--- config.mk ---
export PLATFORM = sky130hd
export DESIGN_NAME = rdout_seq_flat
export DESIGN_NICKNAME = d
export VERILOG_FILES = /design/src/rtl/rdout_seq_if.sv /design/src/rtl/rdout_seq.sv /design/src/flat_wrapper.sv
export SDC_FILE = /design/constraint.sdc
export NUM_CORES = 1
export LEC_CHECK = 0
export BUFFER_PORTS_ARGS = -buffer_cell sky130_fd_sc_hd__buf_4
export CAP_MARGIN = 5
export CELL_PAD_IN_SITES_DETAIL_PLACEMENT = 1
export CELL_PAD_IN_SITES_GLOBAL_PLACEMENT = 1
export CORE_ASPECT_RATIO = 1.5
export CORE_MARGIN = 5
export CORE_UTILIZATION = 39
export DETAILED_ROUTE_END_ITERATION = 7
export PLACE_DENSITY = 0.82
export RECOVER_POWER = 100
export SLEW_MARGIN = 10
export SYNTH_ARGS = -nofsm -noshare
export SYNTH_HDL_FRONTEND = slang
export SYNTH_SLANG_ARGS = --single-unit
--- constraint.sdc ---
create_clock -name CLK -period 1.9 [get_ports CLK]
set_input_delay 0.095 -clock CLK [delete_from_list [all_inputs] [get_ports CLK]]
set_output_delay 0.095 -clock CLK [all_outputs]
set_load 0.01 [all_outputs]
--- src/rtl/rdout_seq_if.sv ---
// Bus bundle between the readout sequencer and its environment
// (trigger/L1A FIFOs, ADC/SCA digitizer, output data FIFO, block pool).
interface rdout_seq_if;
  logic       ENBL;
  logic       TEMPTY;
  logic       L1MT;
  logic [3:0] BLKOUT;
  logic       SCND_BLK;
  logic [5:0] L1ANUM;
  logic       DFIFO_AFULL;
  logic       ADC_DONE;

  logic       CONV_REQ;
  logic [3:0] RD_BLK;
  logic [3:0] RD_SMPL;
  logic       HDR_WR;
  logic       TRL_WR;
  logic [5:0] HDR_DATA;
  logic       TRGDONE;
  logic       POPL1AN;
  logic       FREE_BLK;
  logic [3:0] FREE_NUM;
  logic       BUSY;
  logic       ERR;

  // Sequencer side.
  modport master (
    input  ENBL, TEMPTY, L1MT, BLKOUT, SCND_BLK, L1ANUM, DFIFO_AFULL, ADC_DONE,
    output CONV_REQ, RD_BLK, RD_SMPL, HDR_WR, TRL_WR, HDR_DATA,
           TRGDONE, POPL1AN, FREE_BLK, FREE_NUM, BUSY, ERR
  );

  // Environment side.
  modport slave (
    output ENBL, TEMPTY, L1MT, BLKOUT, SCND_BLK, L1ANUM, DFIFO_AFULL, ADC_DONE,
    input  CONV_REQ, RD_BLK, RD_SMPL, HDR_WR, TRL_WR, HDR_DATA,
           TRGDONE, POPL1AN, FREE_BLK, FREE_NUM, BUSY, ERR
  );
endinterface

--- src/rtl/rdout_seq.sv ---
// Readout sequencer: per event emits header, SCA conversions (one or two blocks), trailer,
// then pops both FIFOs and frees the blocks. Define RDSEQ_ADC_TMO_EN for the ADC timeout watchdog.
module rdout_seq #(
  parameter int NSAMP = 8,
  parameter int NBLK  = 12
) (
  input  logic        CLK,
  input  logic        RST,
  rdout_seq_if.master bus
);

  localparam logic [3:0] IDLE  = 4'd0;
  localparam logic [3:0] LATCH = 4'd1;
  localparam logic [3:0] HDR   = 4'd2;
  localparam logic [3:0] CONV  = 4'd3;
  localparam logic [3:0] WAIT  = 4'd4;
  localparam logic [3:0] NEXT  = 4'd5;
  localparam logic [3:0] TRL   = 4'd6;
  localparam logic [3:0] DONE  = 4'd7;
  localparam logic [3:0] FREE2 = 4'd8;

  localparam logic [3:0] LAST_SMPL = 4'(NSAMP - 1);
  localparam logic [3:0] LAST_BLK  = 4'(NBLK - 1);

  logic [3:0] state_q, state_d;
  logic [3:0] blk_a_q, blk_a_d;
  logic [3:0] blk_b_q, blk_b_d;
  logic       two_blk_q, two_blk_d;
  logic       cur_q, cur_d;
  logic [3:0] smpl_q, smpl_d;
  logic [5:0] hdr_data_q, hdr_data_d;
  logic [3:0] rd_blk_q, rd_blk_d;
  logic [3:0] rd_smpl_q, rd_smpl_d;
  logic [3:0] free_num_q, free_num_d;
  logic       conv_req_q, conv_req_d;
  logic       hdr_wr_q, hdr_wr_d;
  logic       trl_wr_q, trl_wr_d;
  logic       trgdone_q, trgdone_d;
  logic       free_blk_q, free_blk_d;
`ifdef RDSEQ_ADC_TMO_EN
  logic [7:0] tmo_q, tmo_d;
  logic       err_q, err_d;
`endif

  always_comb begin
    // NOTE: every *_d gets a default before the case so no path leaves it unassigned (no latches).
    state_d    = state_q;
    blk_a_d    = blk_a_q;
    blk_b_d    = blk_b_q;
    two_blk_d  = two_blk_q;
    cur_d      = cur_q;
    smpl_d     = smpl_q;
    hdr_data_d = hdr_data_q;
    rd_blk_d   = rd_blk_q;
    rd_smpl_d  = rd_smpl_q;
    free_num_d = free_num_q;
    conv_req_d = 1'b0;
    hdr_wr_d   = 1'b0;
    trl_wr_d   = 1'b0;
    trgdone_d  = 1'b0;
    free_blk_d = 1'b0;
`ifdef RDSEQ_ADC_TMO_EN
    tmo_d      = 8'd0;
    err_d      = err_q;
`endif

    case (state_q)
      IDLE: if (bus.ENBL && !bus.TEMPTY && !bus.L1MT) state_d = LATCH;
      LATCH: begin
        blk_a_d    = bus.BLKOUT;
        blk_b_d    = (bus.BLKOUT == LAST_BLK) ? 4'd0 : bus.BLKOUT + 4'd1;
        two_blk_d  = bus.SCND_BLK;
        hdr_data_d = bus.L1ANUM;
        smpl_d     = 4'd0;
        cur_d      = 1'b0;
        state_d    = HDR;
      end
      HDR: if (!bus.DFIFO_AFULL) begin
        hdr_wr_d = 1'b1;
        state_d  = CONV;
      end
      CONV: if (!bus.DFIFO_AFULL) begin
        conv_req_d = 1'b1;
        rd_blk_d   = cur_q ? blk_b_q : blk_a_q;
        rd_smpl_d  = smpl_q;
        state_d    = WAIT;
      end
      WAIT: begin
        if (bus.ADC_DONE) state_d = NEXT;
`ifdef RDSEQ_ADC_TMO_EN
        // 255th WAIT cycle without ADC_DONE: flag it and carry on as if it arrived.
        else if (tmo_q == 8'd254) begin
          err_d   = 1'b1;
          state_d = NEXT;
        end else tmo_d = tmo_q + 8'd1;
`endif
      end
      NEXT: begin
        if (smpl_q < LAST_SMPL) begin
          smpl_d  = smpl_q + 4'd1;
          state_d = CONV;
        end else if (two_blk_q && !cur_q) begin
          cur_d   = 1'b1;
          smpl_d  = 4'd0;
          state_d = CONV;
        end else state_d = TRL;
      end
      TRL: if (!bus.DFIFO_AFULL) begin
        trl_wr_d = 1'b1;
        state_d  = DONE;
      end
      DONE: begin
        trgdone_d  = 1'b1;
        free_blk_d = 1'b1;
        free_num_d = blk_a_q;
        state_d    = two_blk_q ? FREE2 : IDLE;
      end
      FREE2: begin
        free_blk_d = 1'b1;
        free_num_d = blk_b_q;
        state_d    = IDLE;
      end
      default: state_d = IDLE;
    endcase
  end

  // NOTE: sequential state uses non-blocking assignments so all flops update together at the edge.
  always_ff @(posedge CLK) begin
    if (RST) begin
      state_q    <= IDLE;
      blk_a_q    <= 4'd0;
      blk_b_q    <= 4'd0;
      two_blk_q  <= 1'b0;
      cur_q      <= 1'b0;
      smpl_q     <= 4'd0;
      hdr_data_q <= 6'd0;
      rd_blk_q   <= 4'd0;
      rd_smpl_q  <= 4'd0;
      free_num_q <= 4'd0;
      conv_req_q <= 1'b0;
      hdr_wr_q   <= 1'b0;
      trl_wr_q   <= 1'b0;
      trgdone_q  <= 1'b0;
      free_blk_q <= 1'b0;
`ifdef RDSEQ_ADC_TMO_EN
      tmo_q      <= 8'd0;
      err_q      <= 1'b0;
`endif
    end else begin
      state_q    <= state_d;
      blk_a_q    <= blk_a_d;
      blk_b_q    <= blk_b_d;
      two_blk_q  <= two_blk_d;
      cur_q      <= cur_d;
      smpl_q     <= smpl_d;
      hdr_data_q <= hdr_data_d;
      rd_blk_q   <= rd_blk_d;
      rd_smpl_q  <= rd_smpl_d;
      free_num_q <= free_num_d;
      conv_req_q <= conv_req_d;
      hdr_wr_q   <= hdr_wr_d;
      trl_wr_q   <= trl_wr_d;
      trgdone_q  <= trgdone_d;
      free_blk_q <= free_blk_d;
`ifdef RDSEQ_ADC_TMO_EN
      tmo_q      <= tmo_d;
      err_q      <= err_d;
`endif
    end
  end

  assign bus.CONV_REQ = conv_req_q;
  assign bus.RD_BLK   = rd_blk_q;
  assign bus.RD_SMPL  = rd_smpl_q;
  assign bus.HDR_WR   = hdr_wr_q;
  assign bus.TRL_WR   = trl_wr_q;
  assign bus.HDR_DATA = hdr_data_q;
  assign bus.TRGDONE  = trgdone_q;
  assign bus.POPL1AN  = trgdone_q;
  assign bus.FREE_BLK = free_blk_q;
  assign bus.FREE_NUM = free_num_q;
  assign bus.BUSY     = (state_q != IDLE);
`ifdef RDSEQ_ADC_TMO_EN
  assign bus.ERR      = err_q;
`else
  assign bus.ERR      = 1'b0;
`endif

endmodule
--- src/flat_wrapper.sv ---
// flat-port wrapper written by rule: the top's interface ports become plain ports
module rdout_seq_flat 
#(
  parameter int NSAMP = 8,
  parameter int NBLK  = 12
)
  (CLK, RST, bus_ENBL, bus_TEMPTY, bus_L1MT, bus_BLKOUT, bus_SCND_BLK, bus_L1ANUM, bus_DFIFO_AFULL, bus_ADC_DONE, bus_CONV_REQ, bus_RD_BLK, bus_RD_SMPL, bus_HDR_WR, bus_TRL_WR, bus_HDR_DATA, bus_TRGDONE, bus_POPL1AN, bus_FREE_BLK, bus_FREE_NUM, bus_BUSY, bus_ERR);
  rdout_seq_if bus_i ();
  input  logic CLK;
  input  logic RST;
  input wire logic [$bits(bus_i.ENBL)-1:0] bus_ENBL;
  input wire logic [$bits(bus_i.TEMPTY)-1:0] bus_TEMPTY;
  input wire logic [$bits(bus_i.L1MT)-1:0] bus_L1MT;
  input wire logic [$bits(bus_i.BLKOUT)-1:0] bus_BLKOUT;
  input wire logic [$bits(bus_i.SCND_BLK)-1:0] bus_SCND_BLK;
  input wire logic [$bits(bus_i.L1ANUM)-1:0] bus_L1ANUM;
  input wire logic [$bits(bus_i.DFIFO_AFULL)-1:0] bus_DFIFO_AFULL;
  input wire logic [$bits(bus_i.ADC_DONE)-1:0] bus_ADC_DONE;
  output wire logic [$bits(bus_i.CONV_REQ)-1:0] bus_CONV_REQ;
  output wire logic [$bits(bus_i.RD_BLK)-1:0] bus_RD_BLK;
  output wire logic [$bits(bus_i.RD_SMPL)-1:0] bus_RD_SMPL;
  output wire logic [$bits(bus_i.HDR_WR)-1:0] bus_HDR_WR;
  output wire logic [$bits(bus_i.TRL_WR)-1:0] bus_TRL_WR;
  output wire logic [$bits(bus_i.HDR_DATA)-1:0] bus_HDR_DATA;
  output wire logic [$bits(bus_i.TRGDONE)-1:0] bus_TRGDONE;
  output wire logic [$bits(bus_i.POPL1AN)-1:0] bus_POPL1AN;
  output wire logic [$bits(bus_i.FREE_BLK)-1:0] bus_FREE_BLK;
  output wire logic [$bits(bus_i.FREE_NUM)-1:0] bus_FREE_NUM;
  output wire logic [$bits(bus_i.BUSY)-1:0] bus_BUSY;
  output wire logic [$bits(bus_i.ERR)-1:0] bus_ERR;
  assign bus_i.ENBL = bus_ENBL;
  assign bus_i.TEMPTY = bus_TEMPTY;
  assign bus_i.L1MT = bus_L1MT;
  assign bus_i.BLKOUT = bus_BLKOUT;
  assign bus_i.SCND_BLK = bus_SCND_BLK;
  assign bus_i.L1ANUM = bus_L1ANUM;
  assign bus_i.DFIFO_AFULL = bus_DFIFO_AFULL;
  assign bus_i.ADC_DONE = bus_ADC_DONE;
  assign bus_CONV_REQ = bus_i.CONV_REQ;
  assign bus_RD_BLK = bus_i.RD_BLK;
  assign bus_RD_SMPL = bus_i.RD_SMPL;
  assign bus_HDR_WR = bus_i.HDR_WR;
  assign bus_TRL_WR = bus_i.TRL_WR;
  assign bus_HDR_DATA = bus_i.HDR_DATA;
  assign bus_TRGDONE = bus_i.TRGDONE;
  assign bus_POPL1AN = bus_i.POPL1AN;
  assign bus_FREE_BLK = bus_i.FREE_BLK;
  assign bus_FREE_NUM = bus_i.FREE_NUM;
  assign bus_BUSY = bus_i.BUSY;
  assign bus_ERR = bus_i.ERR;
  rdout_seq #(.NSAMP(NSAMP), .NBLK(NBLK)) u_core (.CLK(CLK), .RST(RST), .bus(bus_i));
endmodule
==> flow_summary.toml, run 1 <==
[place]
place.gp.congestion = 0.757
portBuffers = 42
dp_hpwl_microns = 3180

[synth]
async_flop_share_pct = 0
synth_edf_count = 0
syn-num-nets = 218
ys_top_cells_by_area = "dfxtp_1 (46%), nand2_1 (7.1%), a21oi_1 (5.9%)"
synth_largest_area_cell = "dfxtp_1"
ys_ff_latch = 41
synth.top_cell.area_share_pct = 45.8
synth_cell_types = 44
synth_most_common_cell = "dfxtp_1"
ys_warn_count = 0
synth_cells = 198
ys.flop_type = "dfxtp_1"
ys_seq_area_share_pct = 45.8
synth_area_sq_mm = 0.00179
syn_area_per_cell_sq_um = 9.05
yosys-top-cells-count = "dfxtp_1 (41), nand2_1 (34), a21oi_1 (21)"

[clocking]
cts_setup_buffers = 0
cts.reportedPaths.clkPinSlew_ns = 0.07
root_buffer = "clkbuf_8"
cts_hold_buffers = 0
cts.htree.levels = 2
cts_tree = "built"
post_cts_resized = 0
cts_max_path_buffers = 2
numCtsBuffers = 5
insertion_delay_ns = 0.28
cts.sinks = 41

[detailed_routing]
routedWlPerCell_microns = 15.2
vias = 1520
drt_iter0_markers = 52
ant_nets = 0
drt_wl_total_microns = 4350
dr.pass1.iters = 4
drc = 0
vias_per_cell = 5.31

[floorplanning]
core_region_area_sq_mm = 0.00450
placementRows = 30
start_util_pct = 39.8
die_w_microns = 65.3
fp.dieH_microns = 93.0
top_level_ports = 44
die_area_sq_mm = 0.00608

[sta]
worst_pin_slew_ns = 0.590
rsz0062_at_grt = "no"
maxSlewHeadroom_pct = 60.6
finalCritPeriodShare_pct = 87.5
clock-skew-final_ns = 0.00376
hold_viol = 0
period_minus_slack_ns = 1.66
finalSetupViolations = 0
final.setup.tns_ns = 0
drv_slew = 0
fmax_mhz = 601

[worst_setup_path]
cp_num_buf_inv = 0
cp_cell_sequence = "nand2b_1 -> o311ai_0 -> o2111a_1"
worst_ep_required_time_ns = 2.13
r2r_cells = 3
start_kind = "flop"
crit_family = "flip-flops"
worst_setup_path_end_kind = "flop"
worstSetupPathType = "flop to flop"
slowest_stage = "dfxtp_1"
cp_num_cells = 3
critPathMaxFanout = 14
arrival_ns = 1.89
max_stage_delay_ns = 0.70

[global_route]
grt_pass1_wl_microns = 7380
grt_max_degree = 40
grt_pass1_vias = 1537
grt_usage_pct = 15.4
overflow = 0
antenna_found_initial = 0

[pwr]
cellPowerDensity_mw_per_mm2 = 1020
p_seq_share_pct = 49.5
switchingPower_w = 0.000675
power_w = 0.00213
p_int_w = 0.00145
switching_share_pct = 31.8
clockPowerShare_pct = 26.3
pwr-share-comb_pct = 24.2
leakage_nw = 0.748
vdd_drop_max_uv = 407

[cells_and_area]
multi_input_area_sq_um = 855
nets = 258
seq_area_sq_um = 821
drive_above_1_share_pct = 14.3
final.fill_count = 561
antenna_cells = 0
area_growth_pct = 16.2

[hold_path]
min_delay_path_depth = 2
hold_class = "primary input to flop"

[run_status]
status = "finished, final reports clean"

[job]
maxCapViolations = 0
worst paths after layout:
kind,from,endpoint,slack [ns]
setup / recovery,u_core.state_q[2]$_SDFFE_PP0P_,u_core.state_q[0]$_SDFFE_PP0P_,0.24
hold / removal,bus_DFIFO_AFULL,u_core.bus.CONV_REQ$_SDFF_PP0_,0.03
setup reg to reg,u_core.state_q[2]$_SDFFE_PP0P_,u_core.state_q[0]$_SDFFE_PP0P_,0.24
hold reg to reg,u_core.bus.HDR_DATA[0]$_SDFFE_PP0P_,u_core.bus.HDR_DATA[0]$_SDFFE_PP0P_,0.46
area by class of cell:
cell class | count | share of cell area, %
Inverter | 1 | 0.180
Clock buffer | 7 | 4.15
Tap cell | 48 | 2.88
Timing Repair Buffer | 47 | 12.3
Multi-Input combinational cell | 142 | 41.0
Sequential cell | 41 | 39.4
power by group through the flow:
| stage | Sequential, W | Combinational, W | Clock, W |
|---|---|---|---|
| 2_1_floorplan | 0.00103 | 0.000444 | 0 |
| 3_3_place_gp | 0.00107 | 0.000571 | 0 |
| 3_5_place_dp | 0.00108 | 0.000578 | 0 |
| 4_1_cts | 0.00106 | 0.000582 | 0.000585 |
| 5_1_grt | 0.00107 | 0.000583 | 0.000624 |
| 6_report | 0.00105 | 0.000514 | 0.000559 |
layer usage:
layer | vias to the layer above | GRT usage (%) | share of wire, %
met2 | 33 | 26.7 | 51
met1 | 716 | 18.5 | 43
met5 | - | 0 | 0
li1 | 766 | - | -
met4 | 0 | 5.71 | 1.7
met3 | 5 | 3.00 | 4.7
state kept, by name, summed over array words and instances, names as in the netlist:
signal and count:
u_core.bus.FREE_NUM 4, u_core.bus.FREE_BLK 1, u_core.bus.TRL_WR 1, u_core.cur_q 1
u_core.blk_a_q 4, u_core.blk_b_q 4, u_core.bus.POPL1AN 1, u_core.bus.CONV_REQ 1
u_core.bus.RD_SMPL 4, u_core.bus.RD_BLK 4, u_core.two_blk_q 1, u_core.bus.HDR_DATA 6
u_core.state_q 4, u_core.bus.HDR_WR 1, u_core.smpl_q 4
metrics by stage:
stage	instances	utilization (%)	instance area, sq um	hold WS, ns	worst slack [ns]
final	286	46.2	2080	0.0263	0.237
after global routing	286	46.2	2080	0.0263	0.101
after CTS	286	48.9	2200	0.0197	0.282
after detailed placement	279	47.0	2120	0.325	0.330
after global placement	279	47.0	2120	0.326	0.362
after floorplan	198	-	1790	0.172	0.465
kinds of logic after synthesis:
| logic type | Yosys count | share of synthesized area (%) |
|---|---|---|
| adders and majority gates | 2 | 1.40 |
| muxes | 10 | 5.59 |
| AOI/OAI and AO/OA | 44 | 16.3 |
| other | 1 | 0.209 |
| buffers and inverters | 15 | 5.17 |
| and+or+nand+nor | 84 | 25.0 |
| DFF | 41 | 45.8 |
| xor gates and xnor gates | 1 | 0.489 |
cell usage in the layout, fill, tap and decap left out, drive strengths merged, types with 4 or more instances in the layout:
cell type	instances
a211oi	7
a21oi	21
a22oi	4
buf	21
clkbuf	33
dfxtp	41
mux2i	10
nand2	36
nand2b	6
nor2	20
nor3	9
Note: power is estimated with default switching activity, not from simulation.
==> run 2: changes to the inputs <==
CELL_PAD_IN_SITES_DETAIL_PLACEMENT = 0   (was 1)
==> run 2 against run 1 <==
Net effect:
- final area hardly changed
- via count shrank 1.3%
- routed wire length down 9.9%
- setup slack better by 0.067 ns
- total power down 0.52%
- largest power group unchanged
- sequential power about the same
- highest routed layer unchanged
- flip-flop and latch count is the same
- critical path depth increased by 2
==> flow_summary.toml, run 2 (synthesis gave the netlist of run 1 again) <==
[run_status]
status = "finished, final reports clean"

[cells_and_area]
final_area_sq_mm = 0.00208
final.fill_count = 473
antenna_cells = 0
largest_reg_flops = 6
nets = 258
finish.utilization_pct = 46.3
layout_common_cells = "dfxtp_1 (41), nand2_1 (35), clkbuf_1 (28)"
drive_above_1_share_pct = 14.2
final_common_cell = "dfxtp_1"
area_growth_pct = 16.3

[global_route]
grt_pass1_wl_microns = 6620
overflow = 0
antenna_found_initial = 0
grt_pass1_vias = 1434
grt_usage_pct = 13.9
grt_max_degree = 40

[clocking]
numCtsBuffers = 5
root_buffer = "clkbuf_8"
post_cts_resized = 0
cts_tree = "built"
cts.htree.levels = 2
cts_max_path_buffers = 2
cts_hold_buffers = 0
cts.reportedPaths.clkPinSlew_ns = 0.08
cts.sinks = 41
insertion_delay_ns = 0.29
cts_setup_buffers = 0

[floorplanning]
start_util_pct = 39.8
fp.dieH_microns = 93.0
die_w_microns = 65.3
core_region_area_sq_mm = 0.00450
top_level_ports = 44
die_area_sq_mm = 0.00608
placementRows = 30

[pwr]
vdd_drop_max_uv = 455
power_w = 0.00211
cellPowerDensity_mw_per_mm2 = 1010
leakage_nw = 0.746

[sta]
clock-skew-final_ns = 0.00716
fin_hold_ws_ns = 0.0178
drv_slew = 0
maxSlewHeadroom_pct = 61.1
period_minus_slack_ns = 1.60
final.setup.tns_ns = 0
finalCritPeriodShare_pct = 84.0
worst_pin_slew_ns = 0.582
hold_viol = 0
rsz0062_at_grt = "no"
fmax_mhz = 627
finalSetupViolations = 0

[detailed_routing]
drc = 0
vias_per_cell = 5.23
drt_iter0_markers = 41
vias = 1501
ant_nets = 0
routedWlPerCell_microns = 13.7
dr.pass1.iters = 4
drt_wl_total_microns = 3920

[place]
postPlaceCellArea_sq_mm = 0.00212
dp_hpwl_microns = 2770
place.gp.congestion = 0.757
portBuffers = 42

[job]
maxCapViolations = 0

[worst_setup_path]
start_kind = "flop"
worst_setup_path_end_kind = "flop"
critPathMaxFanout = 5
arrival_ns = 1.79
worst_ep_required_time_ns = 2.09
worstSetupPathType = "flop to flop"

[hold_path]
hold_class = "primary input to flop"
[run 2: cell count changes in the layout (fill, tap and decap cells not counted)]
cell	before	now
clkbuf_1	26	28
nand2b_1	6	5
nand2b_4	0	1
clkbuf_8	6	5
[run 2: metal layers]
| layer | GRT usage, % | share of wire, % | up-vias |
|---|---|---|---|
| met2 | 23.9 | 49 | 40 |
| met1 | 15.8 | 43 | 683 |
| li1 | - | - | 773 |
| met4 | 6.23 | 2.1 | 0 |
| met5 | 0 | 0 | - |
| met3 | 3.49 | 6.0 | 5 |
[run 2: final cells by class]
type	instances	area [sq um]	area share, %
repair buffers	47	256	12.3
well taps	48	60.1	2.88
inverters	1	3.75	0.180
flip-flops and latches	41	821	39.4
multi-input cells	142	862	41.4
clock buffers	8	80.1	3.84
[run 2: worst paths after layout]
check	startpoint	endpoint	slack (ns)	cells after the start
max	u_core.smpl_q[0]$_SDFFE_PP0P_	u_core.smpl_q[0]$_SDFFE_PP0P_	0.30	5
min	bus_DFIFO_AFULL	u_core.bus.CONV_REQ$_SDFF_PP0_	0.02	2
max reg2reg	u_core.smpl_q[0]$_SDFFE_PP0P_	u_core.smpl_q[0]$_SDFFE_PP0P_	0.30	5
min reg2reg	u_core.bus.HDR_DATA[1]$_SDFFE_PP0P_	u_core.bus.HDR_DATA[1]$_SDFFE_PP0P_	0.46	2
[run 2: critical path, cell delays in order (launching register included)]
cell,delay (ns)
dfxtp_1,0.35
ha_1,0.24
a21o_1,0.19
a311oi_1,0.34
nor2_1,0.12
a22o_1,0.25
[run 2: per-stage QoR]
| step | instances | setup WS (ns) |
|---|---|---|
| floorplan | 198 | 0.465 |
| global placement | 279 | 0.362 |
| detailed placement | 279 | 0.355 |
| CTS | 287 | 0.340 |
| global route | 287 | 0.145 |
| finish | 287 | 0.304 |
[run 2: report_power, final]
part           internal (W)  leakage [nW]  total, W  switching [W]
sequential         0.000953         0.332   0.00105      0.0000970
clock              0.000261        0.0395  0.000548       0.000287
combinational      0.000215         0.375  0.000517       0.000302
total               0.00143         0.746   0.00211       0.000686
